--- config.mk ---
export PLATFORM = sky130hd
export DESIGN_NAME = ant_world
export DESIGN_NICKNAME = d
export VERILOG_FILES = /design/src/rtl/ant_world_pkg.sv /design/src/rtl/ant_wall_map.sv /design/src/rtl/ant_world.sv
export SDC_FILE = /design/constraint.sdc
export NUM_CORES = 1
export LEC_CHECK = 0
export ABC_AREA = 1
export CAP_MARGIN = 20
export CORE_UTILIZATION = 55
export CTS_CLUSTER_SIZE = 10
export DETAILED_ROUTE_END_ITERATION = 6
export PLACE_DENSITY = 0.73
export SLEW_MARGIN = 10
export SYNTH_ARGS = -nofsm -noshare
export SYNTH_HDL_FRONTEND = slang
export SYNTH_HIERARCHICAL = 1
export SYNTH_SLANG_ARGS = --single-unit
--- constraint.sdc ---
create_clock -name clk -period 6.7 [get_ports clk]
set_clock_uncertainty 0.1 [all_clocks]
set_input_delay 0.67 -clock clk [delete_from_list [all_inputs] [get_ports clk]]
set_output_delay 0.67 -clock clk [all_outputs]
set_load 0.005 [all_outputs]
--- src/rtl/ant_world_pkg.sv ---
// ant_world_pkg: move, direction and wall-mask codes shared by the ant controller and world.
// PH_WIDTH sizes the pheromone ports when ANT_WORLD_PHEROMONE_EN is defined.
`ifndef PH_WIDTH
`define PH_WIDTH 2
`endif
package ant_world_pkg;

    typedef enum logic [1:0] {
        HALT    = 2'd0,
        RIGHT   = 2'd1,
        LEFT    = 2'd2,
        FORWARD = 2'd3
    } move_t;

    typedef enum logic [1:0] {
        DIR_N = 2'd0,
        DIR_E = 2'd1,
        DIR_S = 2'd2,
        DIR_W = 2'd3
    } dir_t;

    // Mask bit index equals the direction code, so mask[heading] is "ahead".
    localparam int WALL_N = 0;
    localparam int WALL_E = 1;
    localparam int WALL_S = 2;
    localparam int WALL_W = 3;

    localparam int PH_WIDTH = `PH_WIDTH;

    typedef enum logic [1:0] {
        ST_RUN      = 2'd0,
        ST_DONE_ESC = 2'd1,
        ST_DONE_TO  = 2'd2
    } status_t;

endpackage

--- src/rtl/ant_wall_map.sv ---
// ant_wall_map: per-cell 4-bit wall masks, one sync write port, one async read port.
module ant_wall_map #(
    parameter int XW = 3,
    parameter int YW = 3
) (
    input  logic                 clk,
    input  logic                 i_we,
    input  logic [XW+YW-1:0]     i_waddr,
    input  logic [3:0]           i_wdata,
    input  logic [XW+YW-1:0]     i_raddr,
    output logic [3:0]           o_rdata
);
    localparam int DEPTH = 1 << (XW + YW);

    logic [3:0] r_mem [DEPTH];

    // Maze contents survive reset; the host reloads them explicitly.
    always_ff @(posedge clk) begin
        if (i_we) r_mem[i_waddr] <= i_wdata;
    end

    assign o_rdata = r_mem[i_raddr];

endmodule

--- src/rtl/ant_world.sv ---
// ant_world: owns the ant's position, heading, step count and status; regenerates its sensors.
// Optional pheromone array enabled by defining ANT_WORLD_PHEROMONE_EN.
module ant_world
    import ant_world_pkg::*;
#(
    parameter int MAZE_W     = 8,
    parameter int MAZE_H     = 8,
    parameter int XW         = 3,
    parameter int YW         = 3,
    parameter int START_X    = 0,
    parameter int START_Y    = 0,
    parameter int START_DIR  = 0,
    parameter int EXIT_X     = 7,
    parameter int EXIT_Y     = 7,
    parameter int STEP_W     = 10,
    parameter int STEP_LIMIT = 1000
) (
    input  logic                  clk,
    input  logic                  rst_n,
    input  logic [1:0]            move,
    input  logic                  cfg_we,
    input  logic [XW+YW-1:0]      cfg_addr,
    input  logic [3:0]            cfg_wdata,
`ifdef ANT_WORLD_PHEROMONE_EN
    input  logic [`PH_WIDTH-1:0]  ph_drop,
    output logic [`PH_WIDTH-1:0]  ph_detected,
`endif
    output logic                  ant_l,
    output logic                  ant_r,
    output logic                  hit,
    output logic                  escape,
    output logic                  timeout,
    output logic [XW-1:0]         pos_x,
    output logic [YW-1:0]         pos_y,
    output logic [1:0]            heading,
    output logic [STEP_W-1:0]     step_cnt
);
    logic [XW-1:0]     r_x;
    logic [YW-1:0]     r_y;
    logic [1:0]        r_dir;
    logic [STEP_W-1:0] r_step;
    logic              r_hit;
    status_t           r_state;

    logic [XW-1:0]     w_x_nx;
    logic [YW-1:0]     w_y_nx;
    logic [1:0]        w_dir_nx;
    logic [STEP_W-1:0] w_step_nx;
    logic              w_hit_nx;
    logic              w_moved;
    status_t           w_state_nx;

    logic [XW+YW-1:0]  w_cell;
    logic [3:0]        w_mask;
    logic [3:0]        w_edge;
    logic [3:0]        w_wall;
    logic              w_run;
    move_t             w_move;

    assign w_cell = {r_y, r_x};
    assign w_move = move_t'(move);
    assign w_run  = (r_state == ST_RUN);

    ant_wall_map #(
        .XW(XW),
        .YW(YW)
    ) u_map (
        .clk     (clk),
        .i_we    (cfg_we),
        .i_waddr (cfg_addr),
        .i_wdata (cfg_wdata),
        .i_raddr (w_cell),
        .o_rdata (w_mask)
    );

    // The grid border reads as a wall regardless of the stored mask.
    assign w_edge[WALL_N] = (r_y == '0);
    assign w_edge[WALL_E] = (r_x == XW'(MAZE_W - 1));
    assign w_edge[WALL_S] = (r_y == YW'(MAZE_H - 1));
    assign w_edge[WALL_W] = (r_x == '0);
    assign w_wall         = w_mask | w_edge;

    assign ant_r = w_wall[r_dir];
    assign ant_l = w_wall[r_dir - 2'd1];

    always_comb begin
        w_x_nx    = r_x;
        w_y_nx    = r_y;
        w_dir_nx  = r_dir;
        w_step_nx = r_step;
        w_hit_nx  = 1'b0;
        w_moved   = 1'b0;
        if (w_run) begin
            unique case (w_move)
                HALT: ;
                RIGHT: begin
                    w_dir_nx  = r_dir + 2'd1;
                    w_step_nx = r_step + 1'b1;
                end
                LEFT: begin
                    w_dir_nx  = r_dir - 2'd1;
                    w_step_nx = r_step + 1'b1;
                end
                FORWARD: begin
                    w_step_nx = r_step + 1'b1;
                    if (w_wall[r_dir]) begin
                        w_hit_nx = 1'b1;
                    end else begin
                        w_moved = 1'b1;
                        unique case (r_dir)
                            DIR_N: w_y_nx = r_y - 1'b1;
                            DIR_E: w_x_nx = r_x + 1'b1;
                            DIR_S: w_y_nx = r_y + 1'b1;
                            DIR_W: w_x_nx = r_x - 1'b1;
                        endcase
                    end
                end
            endcase
        end
    end

    always_comb begin
        w_state_nx = r_state;
        if (w_run) begin
            if (w_moved && w_x_nx == XW'(EXIT_X) && w_y_nx == YW'(EXIT_Y))
                w_state_nx = ST_DONE_ESC;
            else if (w_step_nx == STEP_W'(STEP_LIMIT))
                w_state_nx = ST_DONE_TO;
        end
    end

    always_ff @(posedge clk or negedge rst_n) begin
        if (!rst_n) begin
            r_x     <= XW'(START_X);
            r_y     <= YW'(START_Y);
            r_dir   <= 2'(START_DIR);
            r_step  <= '0;
            r_hit   <= 1'b0;
            r_state <= ST_RUN;
        end else begin
            r_x     <= w_x_nx;
            r_y     <= w_y_nx;
            r_dir   <= w_dir_nx;
            r_step  <= w_step_nx;
            r_hit   <= w_hit_nx;
            r_state <= w_state_nx;
        end
    end

`ifdef ANT_WORLD_PHEROMONE_EN
    localparam int PH_DEPTH = 1 << (XW + YW);

    logic [`PH_WIDTH-1:0] r_ph [PH_DEPTH];

    // Drops mark the cell the ant occupies before this edge's move.
    always_ff @(posedge clk or negedge rst_n) begin
        if (!rst_n) begin
            for (int i = 0; i < PH_DEPTH; i++) r_ph[i] <= '0;
        end else if (w_run && ph_drop != '0) begin
            r_ph[w_cell] <= ph_drop;
        end
    end

    assign ph_detected = r_ph[w_cell];
`endif

    assign hit      = r_hit;
    assign escape   = (r_state == ST_DONE_ESC);
    assign timeout  = (r_step == STEP_W'(STEP_LIMIT));
    assign pos_x    = r_x;
    assign pos_y    = r_y;
    assign heading  = r_dir;
    assign step_cnt = r_step;

endmodule

# Word-level counts from Yosys, hierarchy flattened
# Memory sizes are Yosys's and may differ from the RTL's.
# Cells that the tools add are included.
[word_totals]
regBits = 21
n_memories = 1
mem_bits_rw = 256
inputBits = 15
[mem_list]
columns = ["name", "words", "width", "rd", "rd_clocked_by_memory_dff", "wr", "line", "source"]
rows = [
  ["u_map.r_mem", 64, 4, 1, 0, 1, "ant_wall_map.sv:15", "logic [3:0] r_mem [DEPTH];"],
]
[classes]
addsub = 7
eq_ne = 13
n_lt_le_gt_ge = 2
n_bitwise = 1
reduce_logical = 11
mux = 25
[ops]
columns = ["operator", "n"]
rows = [
  ["10-bit == test (second input constant)", 2],
  ["10-bit 2-to-1 mux", 2],
  ["3-bit 2-to-1 mux", 6],
  ["3-bit == test (second input constant)", 4],
  ["3-bit case mux with 2 select lines", 2],
  ["10-bit by 1-bit adder with 10-bit output (second input constant)", 1],
  ["1-bit 2-to-1 mux", 10],
  ["2-bit == test (second input constant)", 4],
  ["3-bit by 1-bit adder with 3-bit output (second input constant)", 2],
  ["2-bit by 1-bit == test with 1-bit output (second input constant)", 3],
  ["3-bit zero test", 2],
  ["2-bit by 3-bit < comparator with 1-bit output (second input constant)", 2],
  ["3-bit by 1-bit subtractor with 3-bit output (second input constant)", 2],
  ["1-bit binary-select mux with 2-bit select", 2],
  ["2-bit zero test", 2],
  ["2-bit 2-to-1 mux", 2],
  ["4-bit OR", 1],
  ["2-bit case mux with 2 select lines", 1],
  ["2-bit AND reduction", 2],
  ["2-bit nonzero test", 2],
  ["3-bit OR reduction", 1],
  ["2-bit by 1-bit adder with 2-bit output (second input constant)", 1],
  ["1-bit logical AND", 2],
  ["2-bit by 1-bit subtractor with 2-bit output (second input constant)", 1],
]

# Longest topological paths before layout
[logic_depth]
word_depth = 12
depth_mapped = 23

# Cells and area by module
# Netlist, hierarchy kept.
[modules_own_cells]
columns = ["mod", "n_inst", "seq_area_each_um2", "cells_each", "area_per_inst_um2"]
rows = [
  ["ant_wall_map", 1, 7687.4, 944, 10801.6],
  ["ant_world", 1, 525.5, 192, 1473.9],
]

# Least setup slack after synthesis
# No wires, ideal clock.
[synth_path]
path_kind = "reg2out"
from = "reg r_x[0] (netlist: pos_x[0])"
to = "out ant_l"
arrival_ps = 1653
slack_ps = 4277
stages_incl_launch_ff = 15
path_cell_list = "dfrtp_1 -> buf_6 -> buf_4 -> nand2_1 -> nand3_1 -> nand3_1 -> nand2_1 -> nand2_1 -> nand3_1 -> nand3_1 -> nand2_1 -> inv_1 -> nand2_1 -> nand2_1 -> a32oi_1"
[synth_between]
elab_chain_cells = 4
[synth_lines]
columns = ["element", "line", "source"]
rows = [
  ["start: declaration", "ant_world.sv:38", "logic [XW-1:0] r_x;"],
  ["start signal: assignment", "ant_world.sv:134", "r_x <= XW'(START_X);"],
  ["start signal: assignment", "ant_world.sv:141", "r_x <= w_x_nx;"],
  ["memory 64 x 4 bit", "n/a", ""],
  ["named net w_mask[1]", "ant_world.sv:54", "logic [3:0] w_mask;"],
  ["4-bit OR", "ant_world.sv:81", "assign w_wall = w_mask | w_edge;"],
  ["1-bit binary-select mux with 2-bit select", "ant_world.sv:84", "assign ant_l = w_wall[r_dir - 2'd1];"],
  ["1-bit 2-to-1 mux (not written as such)", "ant_world.sv:84", ""],
  ["end: declaration", "ant_world.sv:28", "output logic ant_l,"],
]
# The timed path passes the listed nets, and every way through them passes these cells. The select of a mux whose other input is x is not followed.

# Final worst setup path
[layout_path]
from = "reg r_x[0] (netlist: pos_x[0])"
to = "out ant_r"
[layout_between]
elab_chain_cells = 4
[layout_lines]
columns = ["element", "line", "source"]
rows = [
  ["memory 64 x 4 bit", "n/a", ""],
  ["named net w_mask[3]", "ant_world.sv:54", ""],
  ["4-bit OR", "ant_world.sv:81", ""],
  ["1-bit binary-select mux with 2-bit select", "ant_world.sv:83", "assign ant_r = w_wall[r_dir];"],
  ["1-bit 2-to-1 mux (not written as such)", "ant_world.sv:83", ""],
  ["end: declaration", "ant_world.sv:29", "output logic ant_r,"],
]
# The timed path passes the listed nets, and every way through them passes these cells. The select of a mux whose other input is x is not followed.

==> impl_metrics.env <==
export IMPL_synthAdderAreaFrac_pct=1.28
export IMPL_fin_crit_sh_pct=76.7
export IMPL_port_buffers=37
export IMPL_finalSetupTns_ps=0
export IMPL_fin_nets=1189
export IMPL_totalWireLength_microns=27600
export IMPL_avgSynthCellArea_sq_um=10.8
export IMPL_cp_slowest_cell="dfrtp_4"
export IMPL_yosys_warnings=6
export IMPL_firstDrtPassIters=5
export IMPL_crit_path_cell_trace="clkinv_2 > buf_12 > buf_4 > nand2_1 > nand3_1 > nand3_1 > nand2_1 > nand2_1 > nand3_1 > nand3_1 > nand2_1 > inv_1 > nand3_1 > nand3_1 > nand2_1 > clkdlybuf4s50_1"
export IMPL_synth_mux_area_share_pct=0
export IMPL_cp_arrival_ps=4370
export IMPL_synth_compound_area_share_pct=0.459
export IMPL_run_status="finished, final reports clean"
export IMPL_yosysUniqueCellTypes=34
export IMPL_worst_slack_ps=1560
export IMPL_synthTopCellsByArea="edfxtp_1 (63%), nand2_1 (11%), nand3_1 (10%)"
export IMPL_worst_path_max_fanout=67
export IMPL_ctsRootBufferMaster="clkbuf_16"
export IMPL_cts_resized=0
export IMPL_slew_headroom_pct=32.0
export IMPL_synthToLayoutAreaGrowth_pct=10.5
export IMPL_cts_buffers=31
export IMPL_yosys_area_top_type_share_pct=62.6
export IMPL_cp_top_family="buffers and inverters"
export IMPL_post_drt_wl_per_cell_microns=18.8
export IMPL_synth_most_common_cell="nand2_1"
export IMPL_max_freq_mhz=195
export IMPL_grt_util_all_layers_pct=25.0
export IMPL_grt_max_degree=71
export IMPL_cts_clk_slew_worst_paths_ps=60
export IMPL_synth_top_cell_by_area="edfxtp_1"
export IMPL_rsz0062_at_grt="false"
export IMPL_die_h_microns=151
export IMPL_end_kind="primary output"
export IMPL_synth_simple_gate_area_share_pct=25.6
export IMPL_cts_sinks=277
export IMPL_syn_nets=1163
export IMPL_synthFlopType="edfxtp_1"
export IMPL_cp_start_kind="register"
export IMPL_syn_inst=1136
export IMPL_p_leak_nw=5.05
export IMPL_cp_required_ps=5930
export IMPL_die_area_sq_um=22900
export IMPL_cp_buffers_inverters=5
export IMPL_grt_pass1_wl_microns=42900
export IMPL_start_util_pct=56.2
export IMPL_synth_async_reset_ratio_pct=7.58
export IMPL_setup_violations=0
export IMPL_p_total_mw=3.45
export IMPL_path_class="register to primary output"
export IMPL_final_util_pct=62.2
export IMPL_synth_edf_count=256
export IMPL_finalHoldViolCount=0
export IMPL_drc=0
export IMPL_hold_buffers=0
export IMPL_core_area_sq_um=21800
export IMPL_synth_xor_area_share_pct=0.836
export IMPL_cts_tree="yes"
export IMPL_antenna_left=0
export IMPL_rows=54
export IMPL_hpwlAfterDp_microns=16200
export IMPL_drv_slew=0
export IMPL_synth_common_cells="nand2_1 (369), edfxtp_1 (256), nand3_1 (247)"
export IMPL_tightest_slew_ps=1010
export IMPL_finalWeightedCongestion=0.857
export IMPL_clk_path_buf_depth=3
export IMPL_grt_antenna_before_repair=0
export IMPL_drive_gt1_share_pct=5.65
export IMPL_antenna_cells=0
export IMPL_min_period_ps=5140
export IMPL_min_path_type="primary input to asynchronous set/reset pin"
export IMPL_grt_pass1_vias=8086
export IMPL_ir_drop_mv=0.200
export IMPL_place_ws_ps=2090
export IMPL_die_w_microns=151
export IMPL_initialDrtViolationCount=864
export IMPL_hold_slack_ps=364
export IMPL_synth_top_family_by_area="simple AND/OR/NAND/NOR gates"
export IMPL_grt_overflow=0
export IMPL_slowest_delay_ps=860
export IMPL_pin_count=38
export IMPL_synth_cell_area_sq_um=12300
export IMPL_cts_setup_buffers=0
export IMPL_routed_via_density=5.80
export IMPL_cpMostUsedCell="nand3_1"
export IMPL_ys_ff_latch=277
export IMPL_p_per_area_nw_per_um2=254
export IMPL_clock_latency_ps=550
export IMPL_htreeDepth=1
export IMPL_ys_seq_area_share_pct=66.9
export IMPL_num_vias=8502
export IMPL_cap_violations=0
## report_power, final
group	internal, mW	total (mW)	leakage, nW	switching (mW)
Sequential	1.90	1.90	2.55	0.00270
Clock	0.862	1.48	0.413	0.616
Combinational	0.0135	0.0699	2.08	0.0564
## area by class of cell
cell class	instances	area, sq um
multi-input combinational	754	3460
clock buffer	57	873
inverter	49	185
sequential	277	8220
tap	280	350
timing repair buffer	49	485
fill	1738	8250
## worst paths after layout
| path | startpoint | cells after the start | endpoint | slack (ps) |
|---|---|---|---|---|
| worst min register to register | r_state[0] | 2 | r_state[0] | 440 |
| worst max-delay path | pos_x[0] | 16 | ant_r | 1560 |
| max in group asynchronous | rst_n | 2 | pos_x[0] | 5890 |
| worst max register to register | pos_x[0] | 23 | r_state[1] | 2250 |
| min in group clk | r_state[0] | 2 | r_state[0] | 440 |
| worst min-delay path | rst_n | 2 | pos_y[1] | 360 |
## routing by layer
layer,part of all wire [%],GRT usage [%],up-vias
li1,-,-,3973
met1,41,34.0,4069
met2,48,42.0,411
met3,7.9,3.31,49
met4,2.4,7.45,0
met5,0,0,-
## stage by stage
| stage | cell area, sq um | cells |
|---|---|---|
| floorplan | 12300 | 1136 |
| global placement | 12600 | 1406 |
| detailed placement | 12700 | 1408 |
| CTS | 13500 | 1465 |
| global route | 13600 | 1466 |
| finish | 13600 | 1466 |
## cell families (layout without fill, tap and decap cells)
family                     Yosys count  after routing
buffers and inverters              105            155
and+or+nand+nor                    723            723
xor gates and xnor gates            10             10
AOI/OAI and AO/OA                    9              9
adders and majority gates           12             12
DFF                                277            277
## flip-flops by register name (all words and copies together), names as in the netlist
name         count
heading          2
step_cnt        10
pos_x            3
r_state          2
pos_y            3
hit              1
u_map/r_mem    256
## cells in the final DEF (no fill, tap or decap), types with 8 or more instances in the layout
master             n
edfxtp_1         256
buf_4              9
inv_1             46
nand2_1          369
clkdlybuf4s50_1   33
ha_1              11
nand4_1           12
dfrtp_1           19
nor4_1             8
nor2_1            70
clkbuf_16         31
nand3_1          247
clkbuf_1          26
## worst register-to-register path, delay by kind of cell, from the launching register on
family	cells	cell delay, ps
flops	1	860
buf+inv	5	1530
simple gates	18	1840
(Power assumes the default switching activity.)
